<file path="config.mk">
export PLATFORM = sky130hd
export DESIGN_NAME = mcu_el2_ic_dbg_arb
export DESIGN_NICKNAME = d
export VERILOG_FILES = /design/src/rtl/mcu_el2_pkg.sv /design/src/rtl/mcu_el2_rr_arb2.sv /design/src/rtl/mcu_el2_ic_dbg_arb.sv
export SDC_FILE = /design/constraint.sdc
export NUM_CORES = 1
export LEC_CHECK = 0
export ABC_AREA = 1
export ABC_CLOCK_PERIOD_IN_PS = 1670
export CORE_AREA = 2 2 163 165
export DETAILED_ROUTE_END_ITERATION = 6
export DIE_AREA = 0 0 165 167
export DONT_BUFFER_PORTS = 1
export MAX_ROUTING_LAYER = met4
export PLACE_DENSITY = 0.57
export SLEW_MARGIN = 20
export SYNTH_ARGS = -nofsm -noshare
export SYNTH_HDL_FRONTEND = slang
export SYNTH_SLANG_ARGS = --single-unit
</file>
<file path="constraint.sdc">
create_clock -name clk -period 1.67 [get_ports clk]
set_input_delay 0.167 -clock clk [delete_from_list [all_inputs] [get_ports clk]]
set_output_delay 0.167 -clock clk [all_outputs]
set_load 0.01 [all_outputs]
</file>
<file path="src/rtl/mcu_el2_pkg.sv">
// Shared types for the icache debug access arbiter.
// Request bundle, icache debug packet and sequencer states.
package mcu_el2_pkg;

  typedef struct packed {
    logic        wr;
    logic [16:0] dicawics;
    logic [70:0] wrdata;
  } mcu_el2_ic_dbg_req_pkt_t;

  typedef struct packed {
    logic [70:0] icache_wrdata;
    logic [16:0] icache_dicawics;
    logic        icache_rd_valid;
    logic        icache_wr_valid;
  } mcu_el2_cache_debug_pkt_t;

  typedef enum logic [1:0] {
    IDLE  = 2'd0,
    ISSUE = 2'd1,
    WAIT  = 2'd2,
    RESP  = 2'd3
  } mcu_el2_ic_dbg_state_t;

endpackage

</file>
<file path="src/rtl/mcu_el2_rr_arb2.sv">
// Two-way round-robin grant; pointer moves past the
// winner only when the grant is actually accepted.
module mcu_el2_rr_arb2 (
  input  logic       clk,
  input  logic       rst_l,
  input  logic [1:0] req_i,
  input  logic       acc_i,
  output logic [1:0] gnt_o,
  output logic       idx_o
);

  logic ptr_q;

  always_comb begin
    idx_o = req_i[ptr_q] ? ptr_q : ~ptr_q;
    gnt_o = 2'b00;
    if (|req_i) gnt_o[idx_o] = 1'b1;
  end

  always_ff @(posedge clk or negedge rst_l) begin
    if (!rst_l)     ptr_q <= 1'b0;
    else if (acc_i) ptr_q <= ~idx_o;
  end

endmodule

</file>
<file path="src/rtl/mcu_el2_ic_dbg_arb.sv">
// Icache debug port arbiter: grants one of two requesters,
// issues a one-cycle strobe, waits for read data, responds.
module mcu_el2_ic_dbg_arb
  import mcu_el2_pkg::*;
#(
  parameter int TIMEOUT_CYCLES = 15
) (
  input  logic                          clk,
  input  logic                          rst_l,
  input  logic [1:0]                    req_valid,
  output logic [1:0]                    req_ready,
  input  mcu_el2_ic_dbg_req_pkt_t [1:0] req_pkt,
  output logic [1:0]                    rsp_valid,
  output logic [70:0]                   rsp_data,
  output logic                          rsp_err,
  input  logic                          ic_busy,
  input  logic                          ic_debug_rd_data_valid,
  input  logic [70:0]                   ic_debug_rd_data,
  output mcu_el2_cache_debug_pkt_t      dbg_pkt,
  output logic                          dbg_busy
);

  localparam int CW = $clog2(TIMEOUT_CYCLES + 1);
  localparam logic [CW-1:0] CNT_MAX = CW'(TIMEOUT_CYCLES - 1);

  mcu_el2_ic_dbg_state_t    state_q, state_d;
  mcu_el2_cache_debug_pkt_t dbg_q, dbg_d;
  logic [CW-1:0]            cnt_q, cnt_d;
  logic [1:0]               rsp_valid_q, rsp_valid_d;
  logic [70:0]              rsp_data_q, rsp_data_d;
  logic                     rsp_err_q, rsp_err_d;
  logic                     wr_q, g_q, busy_q;
  logic [1:0]               gnt;
  logic                     gidx, accept;

  assign accept = (state_q == IDLE) && !ic_busy && |req_valid;

  mcu_el2_rr_arb2 u_arb (
    .clk   (clk),
    .rst_l (rst_l),
    .req_i (req_valid),
    .acc_i (accept),
    .gnt_o (gnt),
    .idx_o (gidx)
  );

  assign req_ready = accept ? gnt : 2'b00;

  always_comb begin
    state_d     = state_q;
    cnt_d       = cnt_q;
    dbg_d       = dbg_q;
    dbg_d.icache_rd_valid = 1'b0;
    dbg_d.icache_wr_valid = 1'b0;
    rsp_valid_d = 2'b00;
    rsp_data_d  = rsp_data_q;
    rsp_err_d   = rsp_err_q;
    unique case (state_q)
      IDLE: begin
        if (accept) begin
          state_d               = ISSUE;
          dbg_d.icache_wrdata   = req_pkt[gidx].wrdata;
          dbg_d.icache_dicawics = req_pkt[gidx].dicawics;
          dbg_d.icache_rd_valid = ~req_pkt[gidx].wr;
          dbg_d.icache_wr_valid = req_pkt[gidx].wr;
        end
      end
      ISSUE: begin
        if (wr_q) begin
          state_d          = RESP;
          rsp_valid_d[g_q] = 1'b1;
          rsp_data_d       = '0;
          rsp_err_d        = 1'b0;
        end else begin
          state_d = WAIT;
          cnt_d   = '0;
        end
      end
      WAIT: begin
        // data valid takes priority over an expiring timeout
        if (ic_debug_rd_data_valid) begin
          state_d          = RESP;
          rsp_valid_d[g_q] = 1'b1;
          rsp_data_d       = ic_debug_rd_data;
          rsp_err_d        = 1'b0;
        end else if (cnt_q == CNT_MAX) begin
          state_d          = RESP;
          rsp_valid_d[g_q] = 1'b1;
          rsp_data_d       = '0;
          rsp_err_d        = 1'b1;
        end else begin
          cnt_d = cnt_q + 1'b1;
        end
      end
      RESP: state_d = IDLE;
    endcase
  end

  always_ff @(posedge clk or negedge rst_l) begin
    if (!rst_l) begin
      state_q     <= IDLE;
      dbg_q       <= '0;
      cnt_q       <= '0;
      rsp_valid_q <= 2'b00;
      rsp_data_q  <= '0;
      rsp_err_q   <= 1'b0;
      wr_q        <= 1'b0;
      g_q         <= 1'b0;
      busy_q      <= 1'b0;
    end else begin
      state_q     <= state_d;
      dbg_q       <= dbg_d;
      cnt_q       <= cnt_d;
      rsp_valid_q <= rsp_valid_d;
      rsp_data_q  <= rsp_data_d;
      rsp_err_q   <= rsp_err_d;
      busy_q      <= (state_d != IDLE);
      if (accept) begin
        wr_q <= req_pkt[gidx].wr;
        g_q  <= gidx;
      end
    end
  end

  assign dbg_pkt   = dbg_q;
  assign rsp_valid = rsp_valid_q;
  assign rsp_data  = rsp_data_q;
  assign rsp_err   = rsp_err_q;
  assign dbg_busy  = busy_q;

endmodule
</file>
==> results of run 1 <==
==> state kept, by name (all words and copies together) (netlist names) <==
| signal | cells |
|---|---|
| u_arb.ptr_q | 1 |
| wr_q | 1 |
| cnt_q | 4 |
| dbg_pkt | 90 |
| dbg_busy | 1 |
| rsp_valid | 2 |
| g_q | 1 |
| rsp_data | 71 |
| state_q | 2 |
| rsp_err | 1 |
==> metal layers <==
| layer | up-vias | part of all wire [%] | wire length [um] | GRT usage [%] |
|---|---|---|---|---|
| met5 | - | 0 | 0 | - |
| met2 | 415 | 50 | 14800 | 34.8 |
| li1 | 3754 | - | - | - |
| met4 | 0 | 2.8 | 822 | 8.05 |
| met3 | 48 | 10 | 2950 | 6.85 |
| met1 | 3786 | 37 | 10900 | 22.5 |
==> worst paths after layout <==
path	end	slack, ps	cells after the start
setup / recovery	rsp_data[49]$_DFFE_PN0P_	-50	11
hold / removal	rsp_data[32]$_DFFE_PN0P_	-560	0
setup reg to reg	rsp_data[49]$_DFFE_PN0P_	-50	11
hold reg to reg	rsp_valid[0]$_DFF_PN0_	420	1
max in group asynchronous	rsp_data[11]$_DFFE_PN0P_	1800	0
min in group clk	dbg_pkt[24]$_DFFE_PN0P_	10	4
==> cell type report <==
cell class	instances	area [um^2]	area share (%)
sequential	174	4350	34.3
antenna	6	15.0	0.118
tap	335	419	3.30
multi-input combinational	808	4020	31.7
clock buffer	18	439	3.46
inverter	17	68.8	0.542
clock inverter	12	128	1.01
timing repair buffer	298	3240	25.6
==> stage by stage <==
| step | TNS, ps | setup WS [ps] | hold slack (ps) |
|---|---|---|---|
| 2_1_floorplan | 0 | 135 | -129 |
| 3_5_place_dp | -943 | -33.0 | -125 |
| 6_report | -1150 | -53.3 | -559 |
| 3_3_place_gp | -7.26 | -7.26 | -125 |
| 5_1_grt | -4050 | -135 | -600 |
| 4_1_cts | -151 | -113 | -594 |
==> cells by family (layout without fill, tap and decap cells) <==
logic type      after synthesis  in the layout
compound gates               83             83
simple gates                718            719
buf+inv                      76            345
other cells                   0              6
flops                       174            174
fa+ha+maj                     6              6
==> synthesized netlist by cell type <==
master / number / area, um^2
sky130_fd_sc_hd__nand2_1: 629 / 2360
sky130_fd_sc_hd__dfrtp_1: 174 / 4350
sky130_fd_sc_hd__o21ai_2: 70 / 613
sky130_fd_sc_hd__nand2_2: 69 / 432
sky130_fd_sc_hd__buf_2: 32 / 160
sky130_fd_sc_hd__clkbuf_1: 17 / 63.8
sky130_fd_sc_hd__inv_1: 13 / 48.8
sky130_fd_sc_hd__buf_12: 8 / 160
sky130_fd_sc_hd__nor2_1: 8 / 30.0
sky130_fd_sc_hd__ha_1: 6 / 75.1
sky130_fd_sc_hd__nand3_1: 6 / 30.0
sky130_fd_sc_hd__o21ai_0: 6 / 30.0
sky130_fd_sc_hd__inv_2: 4 / 15.0
sky130_fd_sc_hd__a21oi_1: 3 / 15.0
sky130_fd_sc_hd__o21ai_1: 3 / 15.0
sky130_fd_sc_hd__nand4_1: 2 / 12.5
sky130_fd_sc_hd__or2_2: 2 / 12.5
sky130_fd_sc_hd__a21oi_2: 1 / 8.76
sky130_fd_sc_hd__buf_4: 1 / 7.51
sky130_fd_sc_hd__clkbuf_4: 1 / 7.51
sky130_fd_sc_hd__nand2_4: 1 / 11.3
sky130_fd_sc_hd__nor2_4: 1 / 11.3
==> repair_timing <==
action / 4_1_cts / 5_1_grt
setup buffers: 11 / 6
resized for setup: 19 / 78
endpoints found under the setup margin: 73 / 72
endpoints found under the hold margin: 330 / 174
gates cloned: 3 / 7
pin swaps: 4 / 9
==> where the power goes <==
group | total, mW | switching, mW | internal [mW]
sequential | 8.11 | 2.31 | 5.80
clock | 3.97 | 1.84 | 2.13
combinational | 10.7 | 5.82 | 4.93
==> summary.md, run 1 <==
| Metric | Value |
|---|---|
| Number of cells produced by synthesis | `1057` |
| H-tree lvl count | `4` |
| Worst setup margin | `-53.3 ps` |
| Compound-cell area share of the yosys netlist | `8.05%` |
| Wire length of the first global-routing pass | `43400 um` |
| Largest vdd supply drop | `1670 uV` |
| Horizontal die dimension | `165 um` |
| Critical-path top delay cell | `sky130_fd_sc_hd__dfrtp_1` |
| CP cell instances | `buf_4 > buf_4 > ha_4 > inv_4 > nor2_4 > nand2_4 > nand2_8 > clkbuf_16 > clkbuf_16 > nand2_4 > o21ai_2` |
| Effective utilization at floorplan | `32.9%` |
| Placed inst area | `0.00896 mm^2` |
| Synthesized-area fraction occupied by xor and xnor cells | `0%` |
| Fin Hold WS | `-559 ps` |
| Most common cell after layout, fill and taps aside | `sky130_fd_sc_hd__nand2_1` |
| Violations in the final reports | `hold timing, setup timing` |
| Max-slew violation total from the final report | `0` |
| Most frequent cells in the layout | `624 x sky130_fd_sc_hd__nand2_1, 238 x sky130_fd_sc_hd__dlygate4sd3_1, 174 x sky130_fd_sc_hd__dfrtp_1` |
| Startpoint types | `flip-flop` |
| Post-detailed-route via-to-cell ratio | `4.80` |
| Clock tree buffer depth | `2` |
| Slew Limit Headroom | `68.1%` |
| CTS tree | `done` |
| Vias in the first global route | `8172` |
| Critical path's top delay family | `buffers and inverters` |
| Tightest Pin Transition | `478 ps` |
| Share of post-route cells with drive strength above 1 | `19.2%` |
| CP Max Fanout | `6` |
| I/O Pins | `422` |
| Worst path required time | `1980 ps` |
| Portion of the post-synthesis area used by sequential elements | `51.4%` |
| Number of antenna violations at the first check in global routing | `5` |
| Post-DRT Antenna Nets | `0` |
| Post-synthesis adder-cell area fraction | `0.886%` |
| Final instance area | `0.0127 mm^2` |
| Clock tree root driver cell | `sky130_fd_sc_hd__clkbuf_16` |
| Minimum clock period after layout | `1720 ps` |
| Total routing usage reported by global routing | `20.7%` |
| Clock-pin slew on the worst setup and hold paths | `70 ps` |
| Area of the die | `0.0276 mm^2` |
| Startpoint-to-endpoint class of the critical path | `reg -> reg` |
| DRT iter0 DRCs | `515` |
| Routed wirelength normalized by instance count | `17.7 um` |
| Leakage power | `6.44 nW` |
| Average cell area after synthesis | `8.02 um^2` |
| Warning count from the yosys run | `0` |
| Fmax | `580 MHz` |
| Post-layout util | `49.3%` |
| Startpoint of the worst-slack reg-to-reg timing path | `state_q[1]$_DFF_PN0_` |
| Rows | `59` |
| HPWL Detailed | `18500 um` |
| Net count of the finished layout | `1577` |
| Total buffers and inverters traversed by the critical path | `5` |
| Cell area power density | `1800 mW/mm^2` |
| Run status | `complete, but fails checks` |
| Overall routed net length | `29500 um` |
| Die Y-Extent | `167 um` |
| Worst stage delay on the critical path | `400 ps` |
| Min-Delay Path Class | `in -> async` |
| Core footprint | `0.0258 mm^2` |
| Number of CTS-inserted buffers | `17` |
| Synthesized-area fraction occupied by and/or/nand/nor cells | `34.2%` |
| Insertion delay of the later-clocked pin in the worst-skew pair | `420 ps` |
| Final setup violating endpoints | `41` |
| Placed cells | `1369` |
| Distinct cells, synth | `22` |
| Post-route DRC violation count | `0` |
| Setup repair after global routing missed its margin | `true` |
| Post-synthesis to final-layout area growth | `49.7%` |
| Cts-stage hold buffer count | `238` |
| Overall Power | `22.8 mW` |
| Fin cells | `1668` |
| Summed instance area of the synthesized netlist | `0.00847 mm^2` |
| Final Wtd Congestion | `0.815` |
| Synthesis-stage register bit count | `174` |
| Maximum number of pins on one net before global-route repair | `175` |
| Number of inserted filler cells in the final layout | `2286` |
| Max-cap violation count | `0` |
| Count of vias placed by the detailed router | `8003` |
| Number of hold violations in the final report | `174` |
| Largest clock skew in the final design | `13.8 ps` |
| Sum of overflow across all layers after global routing | `0` |
| Input/output buffers | `0` |
| Combinational family with the most area after synthesis | `simple AND/OR/NAND/NOR gates` |
| Crit. End Element | `flip-flop` |
| Total clock sinks | `174` |
| Worst setup path startpoint | `state_q[1]$_DFF_PN0_` |
| Number of optimization iterations in the first detailed-route pass | `5` |
| Crit path DAT | `2030 ps` |
| Fraction of the cycle the final worst path needs | `103%` |
| Mapped Nets | `1318` |
| Portion of netlist area occupied by mux cells | `0%` |
Note: power is estimated with default switching activity, not from simulation.
==> inputs of run 2 (changes only) <==
Settings changed: ABC_CLOCK_PERIOD_IN_PS 1670 to 1400, CORE_AREA 2 2 163 165 to 2 2 166 168, DIE_AREA 0 0 165 167 to 0 0 168 170.
Clock period 1.67 ns to 1.4 ns, I/O delays scaled along.
==> summary.md, run 2 (synthesis results as in run 1) <==
| Metric | Value |
|---|---|
| Worst path required time | `1720 ps (-260 ps)` |
| Horizontal die dimension | `168 um (+1.8%)` |
| CTS tree | `done` |
| Largest vdd supply drop | `890 uV (-47%)` |
| Routed wirelength normalized by instance count | `19.7 um (+11%)` |
| Number of optimization iterations in the first detailed-route pass | `5 (unchanged)` |
| Vias in the first global route | `8497 (+4.0%)` |
| Die Y-Extent | `170 um (+1.8%)` |
| Setup slack of the most critical reg-to-reg path | `-370 ps (-320 ps)` |
| Fraction of the cycle the final worst path needs | `127% (+23 points)` |
| Crit. End Element | `flip-flop` |
| CP Max Fanout | `8 (+2)` |
| Post-DRT Antenna Nets | `0 (unchanged)` |
| Fin Hold WS | `-606 ps (-47.2 ps)` |
| Crit path DAT | `2090 ps (+60 ps)` |
| Max-slew violation total from the final report | `0 (unchanged)` |
| I/O Pins | `422 (unchanged)` |
| Tightest Pin Transition | `313 ps (-164 ps)` |
| Most common cell after layout, fill and taps aside | `sky130_fd_sc_hd__nand2_1` |
| Final instance area | `0.0142 mm^2 (+12%)` |
| Effective utilization at floorplan | `31.8% (-1.1 points)` |
| Core footprint | `0.0267 mm^2 (+3.4%)` |
| CP cell instances | `buf_4 > buf_4 > ha_4 > a21oi_4 > buf_12 > buf_12 > nand2_8 > buf_16 > nand2_4 > o21ai_4` |
| H-tree lvl count | `4 (unchanged)` |
| Input/output buffers | `0 (unchanged)` |
| Net switching power figure | `13.8 mW (+38%)` |
| Total buffers and inverters traversed by the critical path | `5 (unchanged)` |
| Number of hold violations in the final report | `174 (unchanged)` |
| Slew Limit Headroom | `78.9% (+11 points)` |
| Area of the die | `0.0286 mm^2 (+3.6%)` |
| Share of post-route cells with drive strength above 1 | `31.0% (+12 points)` |
| Minimum clock period after layout | `1770 ps (+49.2 ps)` |
| Post-route DRC violation count | `0 (unchanged)` |
| Fmax | `564 MHz (-2.8%)` |
| Maximum number of pins on one net before global-route repair | `175 (unchanged)` |
| Number of inserted filler cells in the final layout | `2237 (-2.1%)` |
| Worst setup path startpoint | `state_q[0]$_DFF_PN0_` |
| Violations in the final reports | `hold timing, setup timing` |
| Worst stage delay on the critical path | `400 ps (about the same)` |
| Pint | `17.1 mW (+33%)` |
| Startpoint of the worst-slack reg-to-reg timing path | `state_q[0]$_DFF_PN0_` |
| Worst Reg-to-Reg Cells | `10 (-1)` |
| Leakage power | `7.17 nW (+11%)` |
| Total clock sinks | `174 (unchanged)` |
| Startpoint types | `flip-flop` |
| Net count of the finished layout | `1632 (+3.5%)` |
| Insertion delay of the later-clocked pin in the worst-skew pair | `430 ps (about the same)` |
| Number of antenna violations at the first check in global routing | `6 (+1)` |
| Largest clock skew in the final design | `14.7 ps (+0.924 ps)` |
| Combinational Power Share | `52.3% (+5.2 points)` |
| Post-layout util | `53.4% (+4.2 points)` |
| Min-Delay Path Class | `in -> async` |
| Run status | `complete, but fails checks` |
| Switching power share of the total | `44.6% (+0.96 points)` |
| Footprint of the multi-input gates | `0.00460 mm^2 (+14%)` |
| Startpoint-to-endpoint class of the critical path | `reg -> reg` |
| Critical-path top delay cell | `sky130_fd_sc_hd__dfrtp_1` |
| Most frequent cells in the layout | `502 x sky130_fd_sc_hd__nand2_1, 250 x sky130_fd_sc_hd__dlygate4sd3_1, 174 x sky130_fd_sc_hd__dfrtp_1` |
| Worst setup margin | `-373 ps (-319 ps)` |
| Clock tree buffer depth | `2 (unchanged)` |
| Count of vias placed by the detailed router | `8397 (+4.9%)` |
| Total routing usage reported by global routing | `22.7% (+2.0 points)` |
| Final Wtd Congestion | `0.828 (+1.6%)` |
| Sequential standard cell area | `0.00435 mm^2 (unchanged)` |
| Max-cap violation count | `0 (unchanged)` |
| Sum of overflow across all layers after global routing | `0 (unchanged)` |
| Part of the power in registers | `31.7% (-3.8 points)` |
| Overall routed net length | `34100 um (+16%)` |
| Wire length of the first global-routing pass | `48500 um (+12%)` |
| Cts-stage hold buffer count | `250 (+5.0%)` |
| Placed inst area | `0.00907 mm^2 (+1.3%)` |
| Rows | `60 (+1.7%)` |
| Cell area power density | `2170 mW/mm^2 (+21%)` |
| Final setup violating endpoints | `175 (+330%)` |
| Post-detailed-route via-to-cell ratio | `4.84 (+0.93%)` |
| Setup repair after global routing missed its margin | `true` |
| Endpoint of the worst register-to-register path | `rsp_data[41]$_DFFE_PN0P_` |
| Critical path's top delay family | `buffers and inverters` |
| Number of flip-flops under the largest register name | `90 (unchanged)` |
| Post-synthesis to final-layout area growth | `68.1%` |
| Number of CTS-inserted buffers | `17 (unchanged)` |
| HPWL Detailed | `18600 um (+0.96%)` |
| Fraction of power consumed by the clock network | `16.0% (-1.4 points)` |
| Clock tree root driver cell | `sky130_fd_sc_hd__clkbuf_16` |
| Clock-pin slew on the worst setup and hold paths | `90 ps (+20 ps)` |
| DRT iter0 DRCs | `505 (-1.9%)` |
==> run 2: cell count changes in the layout (fill, tap and decap cells not counted), sizes merged, moves of 2 or more <==
cell,previous run,this run
clkinvlp,3,1
clkbuf,24,26
diode,6,9
dlygate4sd3,238,250
buf,54,94
clkinv,1,5
==> run 2: area by class of cell <==
cell class	instances	share of cell area (%)
Multi-Input combinational cell	809	32.3
Sequential cell	174	30.6
Antenna cell	9	0.158
Timing Repair Buffer	351	28.9
Clock inverter	13	1.00
Clock buffer	19	3.18
Inverter	17	0.650
Timing Repair inverter	1	0.211
Tap cell	341	3.00
==> run 2: worst max-delay path by stage <==
stage / end / slack, ps / cells after the start
after detailed placement: dbg_pkt[44]$_DFFE_PN0P_ / -150 / 9
final: rsp_data[41]$_DFFE_PN0P_ / -370 / 10
after global routing: req_ready[1] / -450 / 8
after global placement: dbg_busy$_DFF_PN0_ / -140 / 9
after CTS: req_ready[1] / -360 / 8
after floorplan: rsp_data[11]$_DFFE_PN0P_ / -80 / 9
==> run 2: power by group through the flow <==
| stage | clock, mW | sequential [mW] | combinational (mW) |
|---|---|---|---|
| finish | 4.94 | 9.81 | 16.2 |
| floorplan | 0 | 8.91 | 7.33 |
| CTS | 5.06 | 9.47 | 14.8 |
| global placement | 0 | 9.54 | 8.66 |
| global route | 5.27 | 10.0 | 17.3 |
| detailed placement | 0 | 9.49 | 8.88 |
==> run 2: stage by stage <==
step                      instances  power (mW)  setup WS (ps)  TNS (ps)  hold slack (ps)
after CTS                      1719        29.4           -364    -35840             -626
after floorplan                1057        16.2          -79.8     -5480             -156
final                          1734        30.9           -373    -41520             -606
after global placement         1384        18.2           -143    -15890             -151
after detailed placement       1384        18.4           -150    -17270             -151
after global routing           1731        32.6           -451    -51480             -642
==> run 2: worst reg2reg max path, cell delays in order (launching register included) <==
cell and delay, ps:
sky130_fd_sc_hd__dfrtp_1 400, sky130_fd_sc_hd__buf_4 140, sky130_fd_sc_hd__buf_4 130, sky130_fd_sc_hd__ha_4 160, sky130_fd_sc_hd__a21oi_4 170, sky130_fd_sc_hd__buf_12 160, sky130_fd_sc_hd__buf_12 110, sky130_fd_sc_hd__nand2_8 90
sky130_fd_sc_hd__buf_16 180, sky130_fd_sc_hd__nand2_4 80, sky130_fd_sc_hd__o21ai_4 50
==> run 2: routing by layer <==
metal / vias to the layer above / GRT usage, % / share of wire [%]
li1: 3869 / - / -
met1: 4053 / 26.2 / 38
met2: 423 / 37.8 / 51
met3: 52 / 7.12 / 9.0
met4: 0 / 7.41 / 2.4
met5: - / - / 0
==> run 2: what timing repair did <==
| item | 4_1_cts | 5_1_grt |
|---|---|---|
| endpoints found under the hold margin | 335 | 174 |
| endpoints found under the setup margin | 171 | 175 |
| pin swaps | 10 | 81 |
| buffers inserted | 30 | 16 |
| gates cloned | 23 | 9 |
| resized for setup | 77 | 268 |
